File: config.mk
export PLATFORM = sky130hd
export DESIGN_NAME = blob_bbox_scanner
export DESIGN_NICKNAME = d
export VERILOG_FILES = /design/src/rtl/blob_bbox_scanner.sv
export SDC_FILE = /design/constraint.sdc
export NUM_CORES = 1
export LEC_CHECK = 0
export ABC_AREA = 1
export CORE_ASPECT_RATIO = 0.8
export CORE_MARGIN = 3
export CORE_UTILIZATION = 56
export CTS_CLUSTER_DIAMETER = 60
export DETAILED_ROUTE_END_ITERATION = 6
export PLACE_DENSITY = 0.81
export RECOVER_POWER = 50
export SLEW_MARGIN = 20
export SYNTH_ARGS = -nofsm -noshare
export SYNTH_HDL_FRONTEND = slang
export SYNTH_SLANG_ARGS = --single-unit
File: constraint.sdc
create_clock -name clk -period 2.31 [get_ports clk]
set_input_delay 0.462 -clock clk [delete_from_list [all_inputs] [get_ports clk]]
set_output_delay 0.462 -clock clk [all_outputs]
set_load 0.01 [all_outputs]
File: src/rtl/blob_bbox_scanner.sv
// Raster-scans a 1-bit bitmap buffer and reports the bounding box and count of white pixels.
// Optional macro BLOB_BBOX_SUMS_EN adds sum_x/sum_y outputs for downstream centroid computation.
module blob_bbox_scanner #(
   parameter int  IMG_WIDTH  = 640,
   parameter int  IMG_HEIGHT = 480,
   localparam int P  = IMG_WIDTH * IMG_HEIGHT,
   localparam int AW = $clog2(P),
   localparam int XW = $clog2(IMG_WIDTH),
   localparam int YW = $clog2(IMG_HEIGHT),
   localparam int CW = $clog2(P + 1)
) (
   input  logic          clk,
   input  logic          rst_n,
   input  logic          start,
   output logic [AW-1:0] rd_addr,
   input  logic          rd_data,
   output logic          busy,
   output logic          res_valid,
   input  logic          res_ready,
   output logic          res_found,
   output logic [XW-1:0] min_x,
   output logic [XW-1:0] max_x,
   output logic [YW-1:0] min_y,
   output logic [YW-1:0] max_y,
`ifdef BLOB_BBOX_SUMS_EN
   output logic [XW+CW-1:0] sum_x,
   output logic [YW+CW-1:0] sum_y,
`endif
   output logic [CW-1:0] pix_count
);

   typedef enum logic [1:0] {IDLE, SCAN, DRAIN, DONE} state_t;

   localparam logic [AW-1:0] LAST_ADDR = AW'(P - 1);
   localparam logic [XW-1:0] LAST_X    = XW'(IMG_WIDTH - 1);
   localparam logic [YW-1:0] LAST_Y    = YW'(IMG_HEIGHT - 1);

   state_t          state_q, state_d;
   logic [AW-1:0]   addr_q, addr_d;
   logic [XW-1:0]   x_q, x_d;
   logic [YW-1:0]   y_q, y_d;
   logic [XW-1:0]   pipe_x_q, pipe_x_d;
   logic [YW-1:0]   pipe_y_q, pipe_y_d;
   logic            pipe_v_q, pipe_v_d;
   logic            found_q, found_d;
   logic [XW-1:0]   min_x_q, min_x_d, max_x_q, max_x_d;
   logic [YW-1:0]   min_y_q, min_y_d, max_y_q, max_y_d;
   logic [CW-1:0]   cnt_q, cnt_d;
`ifdef BLOB_BBOX_SUMS_EN
   logic [XW+CW-1:0] sum_x_q, sum_x_d;
   logic [YW+CW-1:0] sum_y_q, sum_y_d;
`endif

   always_comb begin
      state_d  = state_q;
      addr_d   = addr_q;
      x_d      = x_q;
      y_d      = y_q;
      pipe_x_d = x_q;
      pipe_y_d = y_q;
      pipe_v_d = (state_q == SCAN);
      found_d  = found_q;
      min_x_d  = min_x_q;
      max_x_d  = max_x_q;
      min_y_d  = min_y_q;
      max_y_d  = max_y_q;
      cnt_d    = cnt_q;
`ifdef BLOB_BBOX_SUMS_EN
      sum_x_d  = sum_x_q;
      sum_y_d  = sum_y_q;
`endif

      // rd_data belongs to the coordinate issued one cycle earlier, held in the pipe registers
      if (pipe_v_q && rd_data) begin
         found_d = 1'b1;
         cnt_d   = cnt_q + CW'(1);
         if (pipe_x_q < min_x_q) min_x_d = pipe_x_q;
         if (pipe_x_q > max_x_q) max_x_d = pipe_x_q;
         if (pipe_y_q < min_y_q) min_y_d = pipe_y_q;
         if (pipe_y_q > max_y_q) max_y_d = pipe_y_q;
`ifdef BLOB_BBOX_SUMS_EN
         sum_x_d = sum_x_q + (XW+CW)'(pipe_x_q);
         sum_y_d = sum_y_q + (YW+CW)'(pipe_y_q);
`endif
      end

      case (state_q)
         IDLE: begin
            if (start) begin
               state_d = SCAN;
               addr_d  = '0;
               x_d     = '0;
               y_d     = '0;
               found_d = 1'b0;
               cnt_d   = '0;
               min_x_d = LAST_X;
               min_y_d = LAST_Y;
               max_x_d = '0;
               max_y_d = '0;
`ifdef BLOB_BBOX_SUMS_EN
               sum_x_d = '0;
               sum_y_d = '0;
`endif
            end
         end
         SCAN: begin
            if (addr_q == LAST_ADDR) begin
               state_d = DRAIN;
               addr_d  = '0;
               x_d     = '0;
               y_d     = '0;
            end else begin
               addr_d = addr_q + AW'(1);
               if (x_q == LAST_X) begin
                  x_d = '0;
                  y_d = y_q + YW'(1);
               end else begin
                  x_d = x_q + XW'(1);
               end
            end
         end
         DRAIN: begin
            state_d = DONE;
         end
         DONE: begin
            if (res_ready) state_d = IDLE;
         end
         default: begin
            state_d = IDLE;
         end
      endcase
   end

   always_ff @(posedge clk) begin
      if (!rst_n) begin
         state_q  <= IDLE;
         addr_q   <= '0;
         x_q      <= '0;
         y_q      <= '0;
         pipe_x_q <= '0;
         pipe_y_q <= '0;
         pipe_v_q <= 1'b0;
         found_q  <= 1'b0;
         min_x_q  <= '0;
         max_x_q  <= '0;
         min_y_q  <= '0;
         max_y_q  <= '0;
         cnt_q    <= '0;
`ifdef BLOB_BBOX_SUMS_EN
         sum_x_q  <= '0;
         sum_y_q  <= '0;
`endif
      end else begin
         state_q  <= state_d;
         addr_q   <= addr_d;
         x_q      <= x_d;
         y_q      <= y_d;
         pipe_x_q <= pipe_x_d;
         pipe_y_q <= pipe_y_d;
         pipe_v_q <= pipe_v_d;
         found_q  <= found_d;
         min_x_q  <= min_x_d;
         max_x_q  <= max_x_d;
         min_y_q  <= min_y_d;
         max_y_q  <= max_y_d;
         cnt_q    <= cnt_d;
`ifdef BLOB_BBOX_SUMS_EN
         sum_x_q  <= sum_x_d;
         sum_y_q  <= sum_y_d;
`endif
      end
   end

   assign rd_addr   = addr_q;
   assign busy      = (state_q == SCAN) || (state_q == DRAIN);
   assign res_valid = (state_q == DONE);
   assign res_found = found_q;
   // Minimums still hold their clear value on an empty frame, so mask them to read 0
   assign min_x     = found_q ? min_x_q : '0;
   assign min_y     = found_q ? min_y_q : '0;
   assign max_x     = max_x_q;
   assign max_y     = max_y_q;
   assign pix_count = cnt_q;
`ifdef BLOB_BBOX_SUMS_EN
   assign sum_x     = sum_x_q;
   assign sum_y     = sum_y_q;
`endif

endmodule

* Word level (Yosys, flattened, before mapping)
Cells that the tools add are included.
** Operators by class
- Mux-type cells :: 39
- Magnitude comparators :: 4
- Reduce and logical (&&, ||, !) cells :: 7
- Eq/ne operators :: 9
- Add/sub/neg operators :: 4
** Operators by type and width (number)
- two-way mux 10 bit :: 12
- two-way mux 9 bit :: 12
- two-way mux 19 bit :: 5
- adder 19 x 1 -> 19 bit (second input constant) :: 2
- one-hot mux 19 bit (2 select lines) :: 1
- one-hot mux 10 bit (2 select lines) :: 1
- equality test 19 bit (second input constant) :: 1
- one-hot mux 9 bit (2 select lines) :: 1
- adder 10 x 1 -> 10 bit (second input constant) :: 1
- equality test 10 bit (second input constant) :: 1
- > comparator 10 bit :: 1
- < comparator 10 bit :: 1
- adder 9 x 1 -> 9 bit (second input constant) :: 1
- > comparator 9 bit :: 1
- < comparator 9 bit :: 1
- one-hot mux 2 bit (4 select lines) :: 1
- two-way mux 2 bit :: 3
- AND reduction 3 bit :: 2
- equality test 2 bit (second input constant) :: 2
- != test 2 x 1 -> 1 bit (second input constant) :: 2
- two-way mux 1 bit :: 3
- != test 3 x 1 -> 1 bit (second input constant) :: 1
- equality test 2 x 1 -> 1 bit (second input constant) :: 1
- logical NOT 2 bit :: 1
- other kinds (5) :: 5
** Storage, ports and cells
- Output and inout port bits :: 79
- Register bits :: 118
- Logic and storage cells :: 76

* Longest topological paths before layout
Gate-level depths: netlist of run 1.
- Depth after elaboration :: 5
- Gate-level depth with buffers :: 14

* Worst setup path after synthesis of run 1
No wires, ideal clock.
- Path kind :: reg-to-reg
- Start :: reg min_y_q[6]
- End :: reg min_y_q[3]
- Data required time :: 2.200 ns
- Slack :: 0.553 ns
- Cell stages (with the launch flop) :: 13
- Period minus slack after synthesis :: 1.757 ns
- Data arrival time :: 1.647 ns
- Buffers on the path :: 0
- Cell sequence :: dfxtp_1 -> inv_1 -> ha_1 -> nand2_1 -> nand2_1 -> a21oi_2 -> nand3_1 -> nand2_1 -> nand2_1 -> nand2_1 -> o211ai_1 -> nand2_1 -> inv_1
** On the way
- Cells in the longest elaborated chain, start to end :: 5
** Ends and longest elaborated chain
- from (decl) :: RTL line 47 : logic [YW-1:0] min_y_q, min_y_d, max_y_q, max_y_d;
- from (signal assigned) :: RTL line 164 : min_y_q <= min_y_d;
- < comparator 9 bit * :: RTL line 79 : if (pipe_y_q < min_y_q) min_y_d = pipe_y_q;
- two-way mux 9 bit * :: RTL line 79
- two-way mux 9 bit * :: RTL line 74 : if (pipe_v_q && rd_data) begin
- two-way mux 9 bit :: RTL line 89 : if (start) begin
- two-way mux 9 bit * :: RTL line 87 : case (state_q)
Mark *: on every way between the ends. The rest lies on a longest branch, timed or not.
A chain may end at the register's enable or synchronous reset.

* Worst setup path in the final report of run 1
- Start :: reg found_q, in the netlist res_found
- End :: out min_y[8]
** On the way
- Cells in the longest elaborated chain, start to end :: 1
** Ends and longest elaborated chain
- from (decl) :: RTL line 45 : logic found_q, found_d;
- from (signal assigned) :: RTL line 161 : found_q <= found_d;
- two-way mux 9 bit :: RTL line 180 : assign min_y = found_q ? min_y_q : '0;
- to (decl) :: RTL line 23 : output logic [YW-1:0] min_y,
Every way passes these cells.

==> impl_metrics.yaml, run 1 <==
die:
  core.rowCount: 33
  dieArea_sq_um: 12600
  start_util_pct: 59.3
  pin_count: 84
  die_y_microns: 101
  core-area_sq_um: 10600
  die_w_microns: 125
place:
  placed_cells: 1119
  placedInstanceArea_sq_um: 7330
  gp_congestion: 0.898
  port_buffers: 83
  place_hpwl_mm: 10.4
  dp_slack_ps: 129
route:
  drt_first_pass_iters: 5
  drt-total-wl_mm: 14.9
  wire_per_inst_microns: 12.9
  num_vias: 5925
  drc: 0
  drt-vias-per-instance: 5.15
  drtIter0Drc: 445
  ant_nets: 0
job:
  drv_cap: 0
critical_path:
  critPathCaptureType: "output port"
  worstPathRequired_ps: 1850
  crit_type: "flop to output port"
  crit_fanout: 21
  r2r.worst_path.cells: 10
  cp-start-kind: "flop"
  cp_data_arrival_time_ps: 1690
cells_and_area:
  drive_gt1_share_pct: 7.13
  num-nets-final: 1047
  seqCellArea_sq_um: 2360
  fillers: 857
  area_growth_pct: 25.8
  antenna_cells: 0
  stdcell_area_sq_um: 7920
  fin_cells: 1150
  multi_input_area_sq_um: 3170
clocking:
  cts_resized: 0
  cts_max_level: 4
  cts_buffer_depth: 2
  cts_tree: "built"
  clk_latency_ps: 410
  cts.sinks: 118
  cts_made_buffers: 17
  hold_buffers: 0
  post-cts-setup-buffer-count: 0
  root_buffer: "clkbuf_16"
  clk_pin_slew_worst_paths_ps: 50
logic_synthesis:
  syn_avg_cell_area_sq_um: 7.00
  async_flop_share_pct: 0
  synth-main-ff-cell: "dfxtp_1"
  yosysSeqAreaShare_pct: 37.5
  synth_cell_types: 38
  synthesis.area_sq_um: 6290
  yosysWarnings: 0
  synth_edf_count: 0
  syn_nets: 948
  synthCells: 899
  ys_seq_elements: 118
run_status:
  status: "finished clean"
sta:
  rsz0062_at_grt: "no"
  final.setup.worst_slack_ps: 156
  max_freq_mhz: 464
  skew_ps: 7.30
  tightest_slew_ps: 744
  fin_crit_ps: 2150
  tns_ps: 0
  max_slew_margin_pct: 50.4
  timing.final.crit_share_pct: 93.2
  slew_viol_final: 0
  setup_viol_count_final: 0
  hold_viol_final: 0
pwr:
  powerDensity_nw_per_um2: 802
  peakVddDrop_uv: 568
  leakage_nw: 3.81
grt:
  grt_pass1_wl_mm: 24.8
  groute.usage.overall_pct: 23.9
  grt_max_degree: 26
  overflow: 0
  antenna_found_initial: 0
  grt_pass1_vias: 5467
worst_hold_path:
  hold_path_depth: 2
  hold_class: "flop to flop"
==> kinds of logic after synthesis <==
group	after synthesis	share of synthesized area, %
AO/OA/AOI/OAI	122	10.8
XOR/XNOR	23	3.20
adder cells (fa/ha/maj)	44	8.75
flip-flops	118	37.5
AND/OR/NAND/NOR	398	28.0
buffers and inverters	194	11.7
==> per-stage QoR <==
stage | utilization [%] | hold slack, ps | total power [mW]
floorplan | - | 407 | 3.23
global placement | 69.1 | 433 | 3.59
detailed placement | 69.1 | 433 | 3.62
CTS | 74.9 | 438 | 6.39
global route | 74.6 | 458 | 6.65
finish | 74.6 | 434 | 6.35
==> layout by cell type (no fill, tap or decap), types with 17 or more instances in the layout <==
cell / n
inv_1: 169
o21ai_0: 33
clkdlybuf4s50_1: 33
ha_1: 44
nor2_1: 89
nand2_1: 214
nor3_1: 19
dlygate4sd3_1: 49
clkbuf_16: 17
nand3_1: 33
dfxtp_1: 118
a21oi_1: 57
==> path summary, 6_finish.rpt <==
path / startpoint / to / slack [ps]
worst max register to register: rd_addr[0] / rd_addr[18] / 180
worst min-delay path: pipe_y_d[3] / pipe_y_q[3] / 430
worst min register to register: pipe_y_d[3] / pipe_y_q[3] / 430
worst max-delay path: res_found / min_y[8] / 160
==> sequential cells by signal (all words and copies together), names as in the netlist <==
register / count
pipe_x_q: 10
pipe_x_d: 10
max_x: 10
rd_addr: 19
pipe_y_d: 9
pipe_y_q: 9
state_q: 2
max_y: 9
res_found: 1
pix_count: 19
min_x_q: 10
min_y_q: 9
pipe_v_q: 1
==> routing by layer <==
| metal | wire (microns) | vias to the layer above | GRT usage [%] |
|---|---|---|---|
| li1 | - | 3021 | - |
| met1 | 7020 | 2677 | 32.0 |
| met2 | 6660 | 191 | 38.5 |
| met3 | 855 | 36 | 5.19 |
| met4 | 339 | 0 | 8.59 |
| met5 | 0 | - | 0 |
==> critical path, cell delays in order (launching register included) <==
cell and delay, ps:
dfxtp_1 300, buf_4 260, nand2_1 100, inv_1 60, clkdlybuf4s50_1 560
==> final cells by class <==
cell class              count  share of cell area (%)
clock buffers              22                    5.86
repair buffers             97                    11.7
multi-input cells         587                    40.1
flip-flops and latches    118                    29.8
inverters                 177                    8.39
well taps                 140                    2.21
clock inverters             9                    1.90
==> report_power, final <==
part | internal [mW] | switching, mW | leakage, nW
clock | 1.85 | 0.915 | 0.296
combinational | 0.454 | 0.835 | 2.56
sequential | 2.17 | 0.128 | 0.955
total | 4.47 | 1.88 | 3.81
==> synthesized netlist by cell type, types with 3 or more instances <==
cell type / count / area (sq um)
nor2_4: 4 / 45.0
o21ai_1: 3 / 15.0
nand2_2: 4 / 25.0
dfxtp_1: 118 / 2360
o211ai_1: 9 / 67.6
o21ai_0: 33 / 165
inv_2: 7 / 26.3
nand3_2: 5 / 50.1
nand2_4: 5 / 56.3
o21bai_1: 3 / 22.5
a211oi_1: 4 / 30.0
o22ai_1: 5 / 31.3
xnor2_1: 7 / 61.3
a21oi_1: 57 / 285
buf_2: 5 / 25.0
inv_1: 169 / 634
ha_1: 44 / 551
nor2_1: 86 / 323
nand3_1: 32 / 160
a21oi_2: 3 / 26.3
o21a_1: 3 / 22.5
nor2_2: 6 / 37.5
nand4_1: 16 / 100
nor3_1: 19 / 95.1
nand2_1: 213 / 800
xor2_1: 16 / 140
clkbuf_1: 9 / 33.8
No activity file was read; power rests on OpenSTA's default activity.
==> inputs of run 2 (changes only) <==
SETUP_SLACK_MARGIN = 0.2   (was default)
==> impl_metrics.yaml, run 2 (same netlist as run 1, synthesis figures left out) <==
grt:
  grt_max_degree: 26
  groute.usage.overall_pct: 23.9
  grt_pass1_wl_mm: 24.8
  antenna_found_initial: 0
  overflow: 0
  grt_pass1_vias: 5473
pwr:
  pwr-share-seq_pct: 36.1
  net-switching-power_mw: 1.89
  pwr-share-clk_pct: 43.3
  switching_share_pct: 29.6
  p_comb_share_pct: 20.6
  powerDensity_nw_per_um2: 800
  power_mw: 6.37
  leakage_nw: 3.81
  internal-power_mw: 4.48
  peakVddDrop_uv: 576
sta:
  max_freq_mhz: 481
  timing.final.crit_share_pct: 90.0
  max_slew_margin_pct: 49.8
  setup_viol_count_final: 0
  slew_viol_final: 0
  rsz0062_at_grt: "no"
  skew_ps: 7.19
  fin_crit_ps: 2080
  hold_viol_final: 0
  worst_hold_slack_ps: 435
  final.setup.worst_slack_ps: 230
  tns_ps: 0
  tightest_slew_ps: 753
critical_path:
  r2r_slack_ps: 230
  cp_slowest_cell: "a21oi_2"
  crit_fanout: 9
  path_cells: "ha_1, nand2_1, nor2_1, nand2_1, nor2_1, nand3_1, nand2_1, a21oi_2, o21ai_1, a21oi_1"
  worstPathRequired_ps: 2640
  cp-start-kind: "flop"
  cpMostUsedCell: "nand2_1"
  cp_slowest_stage_delay_ps: 420
  critPathCaptureType: "flop"
  crit_type: "flop to flop"
  cp_data_arrival_time_ps: 2410
cells_and_area:
  num-nets-final: 1048
  drive_gt1_share_pct: 7.81
  fin_util_pct: 75.1
  area_growth_pct: 26.6
  antenna_cells: 0
  final_common_cell: "nand2_1"
  mostFrequentLayoutCells: "212 x nand2_1, 169 x inv_1, 115 x dfxtp_1"
  fillers: 841
route:
  drt-total-wl_mm: 15.1
  wl_met1_mm: 7.03
  wl_met2_mm: 6.87
  wl_met3_microns: 901
  num_vias: 5954
  maxUsedRoutingLayer: "met4"
  drc: 2
  drt-vias-per-instance: 5.17
  drt_first_pass_iters: 7
  wire_per_inst_microns: 13.2
  ant_nets: 0
  drtIter0Drc: 408
die:
  dieArea_sq_um: 12600
  die_y_microns: 101
  pin_count: 84
  die_w_microns: 125
  start_util_pct: 59.3
  core.rowCount: 33
  core-area_sq_um: 10600
clocking:
  clk_pin_slew_worst_paths_ps: 60
  post-cts-setup-buffer-count: 0
  cts_made_buffers: 17
  hold_buffers: 0
  root_buffer: "clkbuf_16"
  cts.sinks: 118
  cts_max_level: 4
  clk_latency_ps: 410
  cts_buffer_depth: 2
  cts_tree: "built"
job:
  drv_cap: 0
place:
  gp_congestion: 0.898
  dp_slack_ps: 129
  place_hpwl_mm: 10.4
  port_buffers: 83
run_status:
  status: "complete, but fails checks"
  failed_checks: "DRC"
worst_hold_path:
  hold_class: "flop to flop"
-- run 2: cell count changes in the layout (fill, tap and decap cells not counted), sizes merged --
cell           change
clkbuf             +2
clkdlybuf4s50      +1
dlygate4sd2        +1
dlygate4sd3        -2
dlymetal6s2s       -1
-- run 2: worst paths after layout --
kind                from     endpoint  cells past startpoint
max           rd_addr[0]  rd_addr[18]                     10
min reg2reg  pipe_y_d[3]  pipe_y_q[3]                      2
max reg2reg   rd_addr[0]  rd_addr[18]                     10
min          pipe_y_d[3]  pipe_y_q[3]                      2
-- run 2: cell type report --
type	count	area [sq um]	area share [%]
multi-input cells	587	3180	39.9
flip-flops and latches	118	2370	29.7
repair buffers	98	960	12.0
inverters	177	667	8.37
clock buffers	22	464	5.83
well taps	140	175	2.20
clock inverters	9	150	1.88
-- run 2: power groups by stage --
| stage | clock [mW] | sequential (mW) | combinational [mW] |
|---|---|---|---|
| 5_1_grt | 2.88 | 2.31 | 1.48 |
| 4_1_cts | 2.79 | 2.30 | 1.30 |
| 2_1_floorplan | 0 | 2.30 | 0.929 |
| 3_3_place_gp | 0 | 2.33 | 1.26 |
| 3_5_place_dp | 0 | 2.33 | 1.28 |
| 6_report | 2.76 | 2.30 | 1.31 |
-- run 2: critical path: cells and delay by family, from the launching register on --
family	cells	cell delay, ps
AOI/OAI and AO/OA	3	740
and+or+nand+nor	6	670
DFF	1	360
adders and majority gates	1	240
-- run 2: routing by layer --
metal	vias up	track usage (%)
met5	-	0
met4	0	8.59
met3	38	5.19
met2	193	38.6
met1	2701	32.0
li1	3022	-
-- run 2: metrics by stage --
step | area [sq um] | std cells
3_3_place_gp | 7330 | 1119
3_5_place_dp | 7330 | 1119
6_report | 7970 | 1151
5_1_grt | 7970 | 1151
4_1_cts | 7950 | 1150
2_1_floorplan | 6290 | 899
-- run 2: what timing repair did --
item / in CTS / in global routing
resized for setup: 3 / 12
pin swaps: 0 / 0
setup endpoints to repair: 20 / 45
gates cloned: 0 / 1
==> inputs of run 3 (changes only) <==
CORE_ASPECT_RATIO = 0.5   (was 0.8)
==> impl_metrics.yaml, run 3 (same netlist as run 1, synthesis figures left out) <==
route:
  wire_per_inst_microns: 13.7
  ant_nets: 0
  drt-vias-per-instance: 5.19
  drtIter0Drc: 537
  drt_first_pass_iters: 5
  drc: 0
  num_vias: 6015
  drt-total-wl_mm: 15.8
cells_and_area:
  fin_util_pct: 75.9
  final_common_cell: "nand2_1"
  drive_gt1_share_pct: 8.93
  area_growth_pct: 27.5
  antenna_cells: 0
  mostFrequentLayoutCells: "211 x nand2_1, 170 x inv_1, 116 x dfxtp_1"
  fillers: 792
  num-nets-final: 1055
critical_path:
  worstPathRequired_ps: 1850
  crit_fanout: 10
  critPathCaptureType: "output port"
  cp_data_arrival_time_ps: 1610
  crit_type: "flop to output port"
  cp-start-kind: "flop"
die:
  dieArea_sq_um: 12600
  die_w_microns: 156
  core.rowCount: 26
  start_util_pct: 59.5
  core-area_sq_um: 10600
  die_y_microns: 81.0
  pin_count: 84
worst_hold_path:
  hold_class: "flop to flop"
sta:
  skew_ps: 8.07
  timing.final.crit_share_pct: 89.5
  rsz0062_at_grt: "no"
  max_slew_margin_pct: 44.3
  fin_crit_ps: 2070
  setup_viol_count_final: 0
  hold_viol_final: 0
  max_freq_mhz: 484
  tightest_slew_ps: 835
  slew_viol_final: 0
  tns_ps: 0
grt:
  met2_usage_pct: 42.3
  grt_pass1_wl_mm: 26.1
  antenna_found_initial: 0
  overflow: 0
  grt_pass1_vias: 5591
  grtUsageMet1_pct: 33.8
  grt.met3_usage_pct: 5.38
  grt-busiest-layer: "met2"
  grt_max_degree: 41
  groute.usage.overall_pct: 25.7
clocking:
  cts.sinks: 118
  cts_buffer_depth: 2
  root_buffer: "clkbuf_16"
  cts_tree: "built"
  clk_latency_ps: 410
  cts_made_buffers: 17
  clk_pin_slew_worst_paths_ps: 50
  hold_buffers: 0
  cts_max_level: 4
job:
  drv_cap: 0
place:
  port_buffers: 83
  gp_congestion: 0.899
  place_hpwl_mm: 11.0
pwr:
  peakVddDrop_uv: 599
  powerDensity_nw_per_um2: 784
  leakage_nw: 3.87
run_status:
  status: "finished clean"
==> run 3: changes by cell type in the layout (fill, tap and decap cells not counted), sizes merged <==
| cell | previous run | this run |
|---|---|---|
| buf | 11 | 20 |
| bufinv | 4 | 2 |
| clkbuf | 27 | 26 |
| clkdlybuf4s25 | 0 | 1 |
| clkdlybuf4s50 | 34 | 27 |
| clkinvlp | 2 | 3 |
| dlygate4sd3 | 47 | 54 |
==> run 3: through the flow <==
step / hold WS (ps) / power (mW) / instances / instance area (sq um) / worst slack [ps]
final: 441 / 6.30 / 1159 / 8030 / 242
after detailed placement: 423 / 3.64 / 1123 / 7360 / 61.0
after global placement: 422 / 3.58 / 1123 / 7360 / 94.2
after floorplan: 407 / 3.23 / 899 / 6290 / 553
after global routing: 469 / 6.58 / 1159 / 8030 / 122
after CTS: 447 / 6.23 / 1155 / 7950 / 201
==> run 3: layout make-up <==
cell class	instances	area (sq um)	share of cell area (%)
Clock inverter	8	97.6	1.22
Multi-Input combinational cell	587	3210	40.1
Tap cell	140	175	2.18
Inverter	177	667	8.31
Clock buffer	24	482	6.00
Sequential cell	118	2370	29.5
Timing Repair Buffer	105	1020	12.7
==> run 3: critical path, stage by stage (launching register included) <==
cell and delay, ps:
dfxtp_4 370, clkbuf_16 170, nand2_1 70, inv_1 50, clkdlybuf4s50_1 520
==> run 3: where the power goes <==
group	internal [mW]	switching (mW)
combinational	0.509	0.878
sequential	2.17	0.134
clock	1.67	0.936
==> run 3: path summary, 6_finish.rpt <==
| check | from | to | cells after the start | slack, ps |
|---|---|---|---|---|
| setup / recovery | res_found | min_x[7] | 4 | 240 |
| hold / removal | pipe_y_d[3] | pipe_y_q[3] | 2 | 440 |
| hold reg to reg | pipe_y_d[3] | pipe_y_q[3] | 2 | 440 |
| setup reg to reg | state_q[1] | max_y[6] | 8 | 320 |
==> run 3: repair_timing <==
action,in CTS,in global routing
gates resized for setup,4,11
cloned,0,1
setup endpoints to repair,21,39
setup buffers,0,3
pin swaps,0,1
==> run 3: routing by layer <==
layer / vias up / share of wire [%]
li1: 3041 / -
met1: 2723 / 46
met2: 218 / 45
met3: 33 / 7.3
met4: 0 / 2.0
met5: - / 0
